==> src/rtl/bird_sprite_draw_if.sv <==
// Video stream and bitmap ROM signals for the bird sprite overlay stage.
// slave is the overlay stage's view of the signals; master is the view of whatever drives it.
interface bird_sprite_draw_if;
    logic [10:0] hcount;
    logic [10:0] vcount;
    logic        blank;
    logic [11:0] rgb_in;
    logic [10:0] bird_x;
    logic [10:0] bird_y;
    logic [3:0]  rom_addr;
    logic [15:0] rom_data;
    logic [10:0] hcount_out;
    logic [10:0] vcount_out;
    logic        blank_out;
    logic [11:0] rgb_out;
    logic        bird_on;

    modport master (
        output hcount, vcount, blank, rgb_in, bird_x, bird_y, rom_data,
        input  rom_addr, hcount_out, vcount_out, blank_out, rgb_out, bird_on
    );

    modport slave (
        input  hcount, vcount, blank, rgb_in, bird_x, bird_y, rom_data,
        output rom_addr, hcount_out, vcount_out, blank_out, rgb_out, bird_on
    );
endinterface

==> src/rtl/bird_sprite_draw.sv <==
// Bird sprite overlay: fetches one 16-bit bitmap row per scanline during hblank
// and composites BIRD_COLOR over the background stream with 1-cycle latency.
//
// state     | meaning
// S_IDLE    | waiting for hcount == H_ACTIVE to start the row fetch
// S_ADDR    | rom_addr registered, ROM output settling
// S_CAPTURE | rom_data captured into the row buffer
module bird_sprite_draw #(
    parameter int unsigned H_ACTIVE   = 640,
    parameter int unsigned V_TOTAL    = 525,
    parameter logic [11:0] BIRD_COLOR = 12'hFF0
) (
    input logic               clk,
    input logic               rst,
    bird_sprite_draw_if.slave bus
);
    typedef enum logic [1:0] {
        S_IDLE    = 2'd0,
        S_ADDR    = 2'd1,
        S_CAPTURE = 2'd2
    } state_t;

    localparam logic [10:0] LP_H_FETCH = 11'(H_ACTIVE);
    localparam logic [10:0] LP_V_LAST  = 11'(V_TOTAL - 1);

    state_t      r_state;
    state_t      w_state_next;
    logic [10:0] r_x_lat;
    logic [10:0] r_y_lat;
    logic [15:0] r_row_buf;
    logic        r_row_valid;
    logic [3:0]  r_rom_addr;
    logic [11:0] r_rgb_out;
    logic        r_bird_on;
    logic [10:0] r_hcount_out;
    logic [10:0] r_vcount_out;
    logic        r_blank_out;

    logic        w_hstart;
    logic        w_frame_end;
    logic [10:0] w_next_line;
    logic [10:0] w_y_eff;
    logic [3:0]  w_line_off;
    logic        w_in_range;
    logic        w_latch;
    logic        w_fetch;
    logic        w_miss;
    logic        w_capture;

    assign w_hstart    = (bus.hcount == LP_H_FETCH);
    assign w_frame_end = (bus.vcount == LP_V_LAST);
    assign w_next_line = w_frame_end ? 11'd0 : bus.vcount + 11'd1;
    // On the frame-end line the new position is used straight from the input.
    assign w_y_eff     = w_frame_end ? bus.bird_y : r_y_lat;
    assign w_line_off  = w_next_line[3:0] - w_y_eff[3:0];
    assign w_in_range  = ({1'b0, w_next_line} >= {1'b0, w_y_eff}) &&
                         ({1'b0, w_next_line} <  ({1'b0, w_y_eff} + 12'd16));

    always_ff @(posedge clk or posedge rst) begin
        if (rst) begin
            r_state <= S_IDLE;
        end else begin
            r_state <= w_state_next;
        end
    end

    always_comb begin
        w_state_next = r_state;
        w_latch      = 1'b0;
        w_fetch      = 1'b0;
        w_miss       = 1'b0;
        w_capture    = 1'b0;
        case (r_state)
            S_IDLE: begin
                if (w_hstart) begin
                    w_latch = w_frame_end;
                    if (w_in_range) begin
                        w_fetch      = 1'b1;
                        w_state_next = S_ADDR;
                    end else begin
                        w_miss = 1'b1;
                    end
                end
            end
            S_ADDR: begin
                w_state_next = S_CAPTURE;
            end
            S_CAPTURE: begin
                w_capture    = 1'b1;
                w_state_next = S_IDLE;
            end
            default: begin
                w_state_next = S_IDLE;
            end
        endcase
    end

    always_ff @(posedge clk or posedge rst) begin
        if (rst) begin
            r_x_lat     <= 11'd0;
            r_y_lat     <= 11'd0;
            r_rom_addr  <= 4'd0;
            r_row_buf   <= 16'd0;
            r_row_valid <= 1'b0;
        end else begin
            if (w_latch) begin
                r_x_lat <= bus.bird_x;
                r_y_lat <= bus.bird_y;
            end
            if (w_fetch) begin
                r_rom_addr <= w_line_off;
            end
            if (w_miss) begin
                r_row_valid <= 1'b0;
            end
            if (w_capture) begin
                r_row_buf   <= bus.rom_data;
                r_row_valid <= 1'b1;
            end
        end
    end

    logic [11:0] w_hc12;
    logic [3:0]  w_dx;
    logic [3:0]  w_bit_idx;
    logic        w_in_sprite;
    logic        w_bird_on_next;

    // 12-bit compare keeps x_lat+16 from wrapping for positions near 2047.
    assign w_hc12         = {1'b0, bus.hcount};
    assign w_dx           = bus.hcount[3:0] - r_x_lat[3:0];
    assign w_bit_idx      = 4'd15 - w_dx;
    assign w_in_sprite    = r_row_valid && !bus.blank &&
                            (w_hc12 >= {1'b0, r_x_lat}) &&
                            (w_hc12 <  ({1'b0, r_x_lat} + 12'd16));
    assign w_bird_on_next = w_in_sprite && r_row_buf[w_bit_idx];

    always_ff @(posedge clk or posedge rst) begin
        if (rst) begin
            r_rgb_out    <= 12'd0;
            r_bird_on    <= 1'b0;
            r_hcount_out <= 11'd0;
            r_vcount_out <= 11'd0;
            r_blank_out  <= 1'b1;
        end else begin
            r_rgb_out    <= w_bird_on_next ? BIRD_COLOR : bus.rgb_in;
            r_bird_on    <= w_bird_on_next;
            r_hcount_out <= bus.hcount;
            r_vcount_out <= bus.vcount;
            r_blank_out  <= bus.blank;
        end
    end

    assign bus.rom_addr   = r_rom_addr;
    assign bus.rgb_out    = r_rgb_out;
    assign bus.bird_on    = r_bird_on;
    assign bus.hcount_out = r_hcount_out;
    assign bus.vcount_out = r_vcount_out;
    assign bus.blank_out  = r_blank_out;
endmodule

==> src/flat_wrapper.sv <==
// flat-port wrapper written by rule: the top's interface ports become plain ports
module bird_sprite_draw_flat 
#(
    parameter int unsigned H_ACTIVE   = 640,
    parameter int unsigned V_TOTAL    = 525,
    parameter logic [11:0] BIRD_COLOR = 12'hFF0
)
  (clk, rst, bus_hcount, bus_vcount, bus_blank, bus_rgb_in, bus_bird_x, bus_bird_y, bus_rom_data, bus_rom_addr, bus_hcount_out, bus_vcount_out, bus_blank_out, bus_rgb_out, bus_bird_on);
  bird_sprite_draw_if bus_i ();
  input logic clk;
  input logic rst;
  input wire logic [$bits(bus_i.hcount)-1:0] bus_hcount;
  input wire logic [$bits(bus_i.vcount)-1:0] bus_vcount;
  input wire logic [$bits(bus_i.blank)-1:0] bus_blank;
  input wire logic [$bits(bus_i.rgb_in)-1:0] bus_rgb_in;
  input wire logic [$bits(bus_i.bird_x)-1:0] bus_bird_x;
  input wire logic [$bits(bus_i.bird_y)-1:0] bus_bird_y;
  input wire logic [$bits(bus_i.rom_data)-1:0] bus_rom_data;
  output wire logic [$bits(bus_i.rom_addr)-1:0] bus_rom_addr;
  output wire logic [$bits(bus_i.hcount_out)-1:0] bus_hcount_out;
  output wire logic [$bits(bus_i.vcount_out)-1:0] bus_vcount_out;
  output wire logic [$bits(bus_i.blank_out)-1:0] bus_blank_out;
  output wire logic [$bits(bus_i.rgb_out)-1:0] bus_rgb_out;
  output wire logic [$bits(bus_i.bird_on)-1:0] bus_bird_on;
  assign bus_i.hcount = bus_hcount;
  assign bus_i.vcount = bus_vcount;
  assign bus_i.blank = bus_blank;
  assign bus_i.rgb_in = bus_rgb_in;
  assign bus_i.bird_x = bus_bird_x;
  assign bus_i.bird_y = bus_bird_y;
  assign bus_i.rom_data = bus_rom_data;
  assign bus_rom_addr = bus_i.rom_addr;
  assign bus_hcount_out = bus_i.hcount_out;
  assign bus_vcount_out = bus_i.vcount_out;
  assign bus_blank_out = bus_i.blank_out;
  assign bus_rgb_out = bus_i.rgb_out;
  assign bus_bird_on = bus_i.bird_on;
  bird_sprite_draw #(.H_ACTIVE(H_ACTIVE), .V_TOTAL(V_TOTAL), .BIRD_COLOR(BIRD_COLOR)) u_core (.clk(clk), .rst(rst), .bus(bus_i));
endmodule
==> config.mk <==
export PLATFORM = sky130hd
export DESIGN_NAME = bird_sprite_draw_flat
export DESIGN_NICKNAME = d
export VERILOG_FILES = /design/src/rtl/bird_sprite_draw_if.sv /design/src/rtl/bird_sprite_draw.sv /design/src/flat_wrapper.sv
export SDC_FILE = /design/constraint.sdc
export NUM_CORES = 1
export LEC_CHECK = 0
export BUFFER_PORTS_ARGS = -buffer_cell sky130_fd_sc_hd__buf_2
export CORE_MARGIN = 3
export CORE_UTILIZATION = 40
export DETAILED_ROUTE_END_ITERATION = 16
export PLACE_DENSITY_LB_ADDON = 0.25
export SYNTH_ARGS = -nofsm -noshare
export SYNTH_HDL_FRONTEND = slang
export SYNTH_SLANG_ARGS = --single-unit
==> constraint.sdc <==
create_clock -name clk -period 3.74 [get_ports clk]
set_clock_uncertainty 0.15 [all_clocks]
set_input_delay 0.187 -clock clk [delete_from_list [all_inputs] [get_ports clk]]
set_output_delay 0.187 -clock clk [all_outputs]
set_load 0.005 [all_outputs]
==> results of run 1 <==
-- worst max-delay path by stage --
stage,endpoint,cells after the start
4_1_cts,u_core.bus.rom_addr[3],16
2_1_floorplan,u_core.bus.rom_addr[1],16
5_1_grt,u_core.bus.rom_addr[2],16
3_3_place_gp,u_core.bus.rom_addr[1],17
6_report,u_core.bus.rom_addr[3],16
3_5_place_dp,u_core.bus.rom_addr[3],17
-- worst max-delay path: cells and delay by family --
family / cells / cell delay (ns)
AND/OR/NAND/NOR: 4 / 0.90
multiplexers: 1 / 0.37
buffers and inverters: 6 / 1.30
adder cells (fa/ha/maj): 1 / 0.27
AO/OA/AOI/OAI: 4 / 0.70
-- logic make-up (layout without fill, tap and decap cells) --
| logic type | after synthesis | in the layout | share of synthesized area [%] |
|---|---|---|---|
| compound gates | 57 | 57 | 8.13 |
| buf+inv | 33 | 240 | 3.08 |
| xor+xnor | 23 | 23 | 4.54 |
| mux | 48 | 48 | 13.2 |
| flops | 81 | 81 | 45.8 |
| simple gates | 92 | 92 | 12.6 |
| fa+ha+maj | 44 | 44 | 12.8 |
-- layout make-up --
| class | instances | area (sq um) |
|---|---|---|
| clock buffer | 12 | 155 |
| clock inverter | 4 | 51.3 |
| fill | 845 | 4310 |
| inverter | 25 | 95.1 |
| multi-input combinational | 264 | 2350 |
| sequential | 81 | 2030 |
| tap | 136 | 170 |
| timing repair buffer | 199 | 1400 |
-- flip-flops by register name (all words and copies together), names as in the netlist, 2 cells and up --
signal,cells
u_core.bus.hcount_out,11
u_core.bus.rgb_out,12
u_core.r_x_lat,11
u_core.bus.rom_addr,4
u_core.r_y_lat,11
u_core.r_state,2
u_core.bus.vcount_out,11
u_core.r_row_buf,16
-- through the flow --
stage	utilization [%]	setup WS, ns	TNS, ns	std cells
floorplan	-	0.0796	0	378
global placement	48.9	0.122	0	624
detailed placement	48.9	-0.0376	-0.0986	624
CTS	57.9	0.0214	0	714
global route	59.2	-0.0805	-0.296	721
finish	59.2	0.114	0	721
-- Yosys cell counts, drive strengths merged (4+ instances only) --
library cell	n	share of area, %
a21o	5	0.85
mux2	34	8.6
xor2	7	1.4
o211ai	4	0.68
a21oi	12	1.4
ha	42	12
nand4	5	0.71
and3	9	1.3
a211oi	4	0.68
clkbuf	6	0.59
inv	25	2.1
nor2	6	0.68
o21ai	18	2.0
nand3	17	1.9
mux2i	10	2.3
nand2	18	1.5
xnor2	16	3.2
or2b	6	1.2
and2	9	1.4
dfrtp	80	45
mux4	4	2.3
-- repair_timing --
item / in CTS / in global routing
setup endpoints to repair: 0 / 5
gates resized for setup: 0 / 17
hold endpoints to repair: 127 / 0
setup buffers: 0 / 6
hold buffers: 74 / 0
-- where the power goes --
part	internal (uW)	total, uW	switching [uW]
Combinational	145	265	121
Clock	345	675	330
Sequential	895	900	4.71
Total	1390	1840	455
-- metal layers --
layer,wire length [um],global-route usage (%),part of all wire (%)
met4,189,5.35,1.7
met2,5510,30.0,50
met5,0,0,0
met3,453,4.53,4.1
met1,4880,22.5,44
==> metrics.md, run 1 <==
| Metric | Value |
|---|---|
| Status | `completed` |
| Top_reg_cell synth | `dfrtp_1` |
| Vias in the first global route | `3774` |
| Mean Syn Cell Area | `11.7 sq um` |
| Area growth from synthesis to layout | `40.9%` |
| Largest net degree at the start of global routing | `57` |
| Max-slew headroom | `35.3%` |
| WHS Path Cells | `5` |
| Critical path's most frequent cell | `buf_4` |
| Final worst path period need | `3.63 ns` |
| Most frequent cells in the layout | `buf_2, dfrtp_1, dlygate4sd3_1, ha_1, mux2_2` |
| Sink Count | `81` |
| Placed Area | `5160 sq um` |
| First-pass GRT wire length | `roughly 18 mm` |
| I/O pin total | `115` |
| Endpoints failing hold | `0` |
| Nets | `roughly 700` |
| Synthesized Nets | `497` |
| Commonest non-fill, non-tap cell in the layout | `buf_2` |
| Crit Path Max Fanout | `5` |
| Reg2reg end | `u_core.bus.rom_addr[3]` |
| Synth warn | `0` |
| Initial antenna violation count | `0` |
| Syn Inst Count | `378` |
| HPWL Detailed | `about 7.7 mm` |
| Max IR drop VDD | `0.192 mV` |
| Worst-case hold path end point | `u_core.bus.rom_addr[0]` |
| Max Cap Viol | `0` |
| Synth async-reset ratio | `100%` |
| Remaining DRCs | `0` |
| Slowest stage delay, CP | `0.55 ns` |
| Reg2Reg Depth | `11` |
| Worst Path Arrival | `about 3.7 ns` |
| Starting Density | `42.0%` |
| Setup slack, reg-to-reg | `0.67 ns` |
| Die height | `111 um` |
| WL/cell | `15.3 um` |
| Crit-path cells | `dlygate4sd3_1, buf_2, nor4bb_2, nand4_1, buf_4, buf_6, buf_4, buf_4, and2_1, ha_4, a2111oi_4, o21ai_1, o22ai_2, a21oi_2, nor3_4, mux2_2` |
| EDFF count, synth | `0` |
| Netlist cell types | `52` |
| Worst Hold Launch | `bus_vcount[0]` |
| CTS clock-pin slew for the worst setup and hold paths | `0.08 ns` |
| Worst hold slack | `between 0.2 and 0.25 ns` |
| H-tree depth | `3` |
| Clock Latency Late Sink | `0.36 ns` |
| Worst Tran Pin Value | `a little under 1 ns` |
| Antenna-violating nets left | `0` |
| Final slew viol count | `0` |
| Max Fclk | `between 200 and 300 MHz` |
| Kind of critical path | `primary input to register` |
| CTS Root Cell | `clkbuf_8` |
| Crit. End Element | `register` |
| DR vias/cell | `4.94` |
| Synthesized area | `between 4000 and 5000 sq um` |
| Router iterations before antenna repair | `4` |
| Final worst path period share | `96.9%` |
| PortBufs | `114` |
| Reg2reg start | `u_core.r_y_lat[6]` |
| Lkg Pwr | `0.00311 uW` |
| Worst min-delay path class | `primary input to register` |
| Worst EP required | `3.84 ns` |
| Setup crit start | `bus_vcount[10]` |
| Layout cells sized above 1 | `34.7%` |
| Crit path launch type | `primary input` |
| Pwr Total | `1840 uW` |
| Post-synthesis sequential area ratio | `45.8%` |
| DR vias | `3562` |
| PwrDens | `~290 nW/um^2` |
| Post-Layout Inst Area | `6250 sq um` |
| Max Buffers Root-to-Sink | `2` |
| Routed WL | `11.0 mm` |
| Row cnt | `37` |
| Die width | `111 um` |
| Synthesis-stage register bit count | `81` |
| Slowest cell on crit path | `dlygate4sd3_1` |
| Die footprint | `about 12000 sq um` |
| Ant diodes | `0` |
| GR Overflow Total | `0` |
| CTS Buf Count | `9` |
| Total core area | `10600 sq um` |
| Total global-route track usage | `between 10% and 20%` |
| CTS tree | `done` |
| Final Setup Violations | `0` |
| Placer Congestion | `roughly 0.85` |
| Initial DRC Count | `112` |
Power figures use the tool's default switching activity.
==> run 2: changes to the inputs <==
--- a/config.mk
+++ b/config.mk
@@ -5,6 +5,7 @@
 export SDC_FILE = /design/constraint.sdc
 export NUM_CORES = 1
 export LEC_CHECK = 0
+export ABC_AREA = 1
 export BUFFER_PORTS_ARGS = -buffer_cell sky130_fd_sc_hd__buf_2
 export CORE_MARGIN = 3
 export CORE_UTILIZATION = 40
==> metrics.md, run 2 <==
| Metric | Value |
|---|---|
| Status | `completed` |
| Max Buffers Root-to-Sink | `2 (unchanged)` |
| Initial antenna violation count | `0 (unchanged)` |
| Most frequent cell after synthesis | `nand2_1` |
| Crit Path Max Fanout | `11 (+6)` |
| Top_reg_cell synth | `dfrtp_1` |
| Mean Syn Cell Area | `8.83 sq um (-25%)` |
| Synth area leader | `dfrtp_1` |
| Unrepaired setup endpoints after global routing | `no` |
| CTS Root Cell | `clkbuf_16` |
| Nets | `843 (+21%)` |
| Die width | `114 um (+2.4%)` |
| Row cnt | `38 (+2.7%)` |
| Core Util, Final | `58.1% (-1.0 points)` |
| DR vias | `4131 (+16%)` |
| Placer Congestion | `0.853 (+0.18%)` |
| First-pass GRT wire length | `19.8 mm (+11%)` |
| PwrDens | `328 nW/um^2 (+11%)` |
| H-tree depth | `3 (unchanged)` |
| Synthesized area | `4660 sq um (+5.2%)` |
| Worst Path Arrival | `3.41 ns (-0.32 ns)` |
| CTS clock-pin slew for the worst setup and hold paths | `0.06 ns (-0.02 ns)` |
| GR Overflow Total | `0 (unchanged)` |
| Post-synthesis sequential area ratio | `43.5% (-2.3 points)` |
| Max Fclk | `299 MHz (+8.5%)` |
| PortBufs | `114 (unchanged)` |
| Largest Register | `u_core.r_row_buf` |
| Max IR drop VDD | `0.393 mV (+100%)` |
| Initial DRC Count | `147 (+31%)` |
| Worst EP required | `3.81 ns (-0.03 ns)` |
| Setup bufs post-CTS | `0 (unchanged)` |
| Post-route setup TNS | `0 ns (unchanged)` |
| Final Setup Violations | `0 (unchanged)` |
| Commonest non-fill, non-tap cell in the layout | `buf_2` |
| Layout cells sized above 1 | `25.2% (-9.5 points)` |
| Antenna-violating nets left | `0 (unchanged)` |
| Remaining DRCs | `0 (unchanged)` |
| Post-Layout Cell Count | `869 (+21%)` |
| EDFF count, synth | `0 (unchanged)` |
| Die footprint | `13000 sq um (+4.9%)` |
| Max Cap Viol | `0 (unchanged)` |
| Worst Tran Pin Value | `0.725 ns (-0.244 ns)` |
| Final worst path period share | `89.3% (-7.6 points)` |
| Largest family of logic cells by synthesized area | `simple AND/OR/NAND/NOR gates` |
| Synth cell count leaders | `nand2_1, dfrtp_1, inv_1` |
| Clock Latency Late Sink | `0.34 ns (-0.02 ns)` |
| Netlist cell types | `37 (-29%)` |
| Simple-Gate Fraction of Synth Area | `21.8% (+9.2 points)` |
| Final slew viol count | `0 (unchanged)` |
| Yosys top cell area share | `42.9% (-2.2 points)` |
| Sequential cell area | `2030 sq um (unchanged)` |
| Max FFs per register | `16 (unchanged)` |
| Router iterations before antenna repair | `4 (unchanged)` |
| Post-synthesis xor/xnor area fraction | `3.76% (-0.79 points)` |
| Starting Density | `41.9% (-0.085 points)` |
| Most frequent cells in the layout | `buf_2, nand2_1, dfrtp_1, dlygate4sd3_1, inv_1` |
| Worst min-delay path class | `primary input to async pin` |
| Synth warn | `0 (unchanged)` |
| DR vias/cell | `4.75 (-3.8%)` |
| Synthesized Nets | `647 (+30%)` |
| Synth top area cells | `dfrtp_1, ha_1, nand2_1` |
| Syn Inst Count | `528 (+40%)` |
| HPWL Detailed | `8.38 mm (+9.1%)` |
| Lkg Pwr | `0.00332 uW (+6.9%)` |
| Synthesis-stage register bit count | `81 (unchanged)` |
| Kind of critical path | `primary input to register` |
| Die height | `114 um (+2.4%)` |
| I/O pin total | `115 (unchanged)` |
| Total global-route track usage | `18.9% (+1.2 points)` |
| Endpoints failing hold | `0 (unchanged)` |
| Total core area | `11100 sq um (+5.4%)` |
| Compound-Gate Fraction of Synth Area | `8.18% (+0.055 points)` |
| Synth Area in Adders | `12.1% (-0.63 points)` |
| Area growth from synthesis to layout | `38.7%` |
| Vias in the first global route | `4380 (+16%)` |
| Pwr Total | `2120 uW (+15%)` |
| Largest net degree at the start of global routing | `40 (-30%)` |
| Footprint of the multi-input gates | `2330 sq um (-1.0%)` |
| Ant diodes | `0 (unchanged)` |
| Mux cell area share after synthesis | `3.86% (-9.3 points)` |
| Cell count after placement | `779 (+25%)` |
| CTS tree | `done` |
| Sink Count | `81 (unchanged)` |
| Final worst path period need | `3.34 ns (-0.285 ns)` |
| Number of fill cells | `975 (+15%)` |
| Crit path launch type | `primary input` |
| WL/cell | `13.5 um (-12%)` |
| Routed WL | `11.7 mm (+6.0%)` |
| Synth async-reset ratio | `100% (unchanged)` |
| Crit. End Element | `register` |
| CTS Buf Count | `9 (unchanged)` |
| Max-slew headroom | `51.5% (+16 points)` |
run 2: cell families after synthesis:
group,Yosys count
compound gates,70
fa+ha+maj,44
flops,81
buf+inv,81
simple gates,216
xor+xnor,20
mux,16
run 2: area by class of cell:
cell class	count	area share (%)
tap	140	2.71
inverter	74	4.33
clock buffer	11	3.91
sequential	81	31.4
clock inverter	5	0.967
multi-input combinational	366	36.0
timing repair buffer	192	20.7
run 2: stage by stage:
step	cell area [sq um]	worst slack (ns)	hold slack, ns
3_5_place_dp	5400	0.554	0.0300
4_1_cts	6460	0.352	0.206
2_1_floorplan	4660	1.08	0.0415
3_3_place_gp	5400	0.652	0.0290
5_1_grt	6470	0.000870	0.235
6_report	6470	0.400	0.204
run 2: path summary, 6_finish.rpt:
path / from / to / slack (ns) / cells past startpoint
hold reg to reg: u_core.r_state[1] / u_core.r_state[1] / 0.31 / 1
max in group asynchronous: rst / u_core.bus.blank_out / 2.39 / 4
min in group clk: u_core.r_state[1] / u_core.r_state[1] / 0.31 / 1
setup / recovery: bus_vcount[0] / u_core.bus.rom_addr[2] / 0.40 / 24
setup reg to reg: u_core.r_x_lat[4] / u_core.bus.rgb_out[6] / 1.16 / 12
hold / removal: rst / u_core.bus.rgb_out[5] / 0.20 / 3
run 2: routing by layer:
layer	vias up	global-route usage [%]	part of all wire [%]
met5	-	0	0
met3	17	3.98	4.1
li1	2118	-	-
met1	1909	22.7	43
met4	0	5.94	1.9
met2	87	33.9	51
run 2: report_power, final:
group          leakage (uW)  internal [uW]  switching, uW
logic               0.00224            146            142
registers          0.000929            905           10.2
clock network      0.000148            557            359
run 2: worst max-delay path, cell delays in order:
cell and delay [ns]:
dlygate4sd3_1 0.53, buf_2 0.14, inv_1 0.08, ha_1 0.21, nand3_1 0.10, nor2_2 0.14, nand2_2 0.17, o21ai_4 0.25
inv_1 0.09, ha_1 0.27, inv_1 0.04, ha_1 0.29, nand2_1 0.07, inv_1 0.03, o21ai_0 0.14, nand3_1 0.09
nand2_1 0.06, nand2_1 0.05, nand2_1 0.06, nand2_1 0.08, nand2_4 0.09, nand3_4 0.10, nand2_1 0.07, o21ai_1 0.06
run 2: timing repair:
action,in CTS,in global routing
gates resized for setup,0,1
hold endpoints to repair,93,0
hold buffers,74,0
setup endpoints to repair,0,4
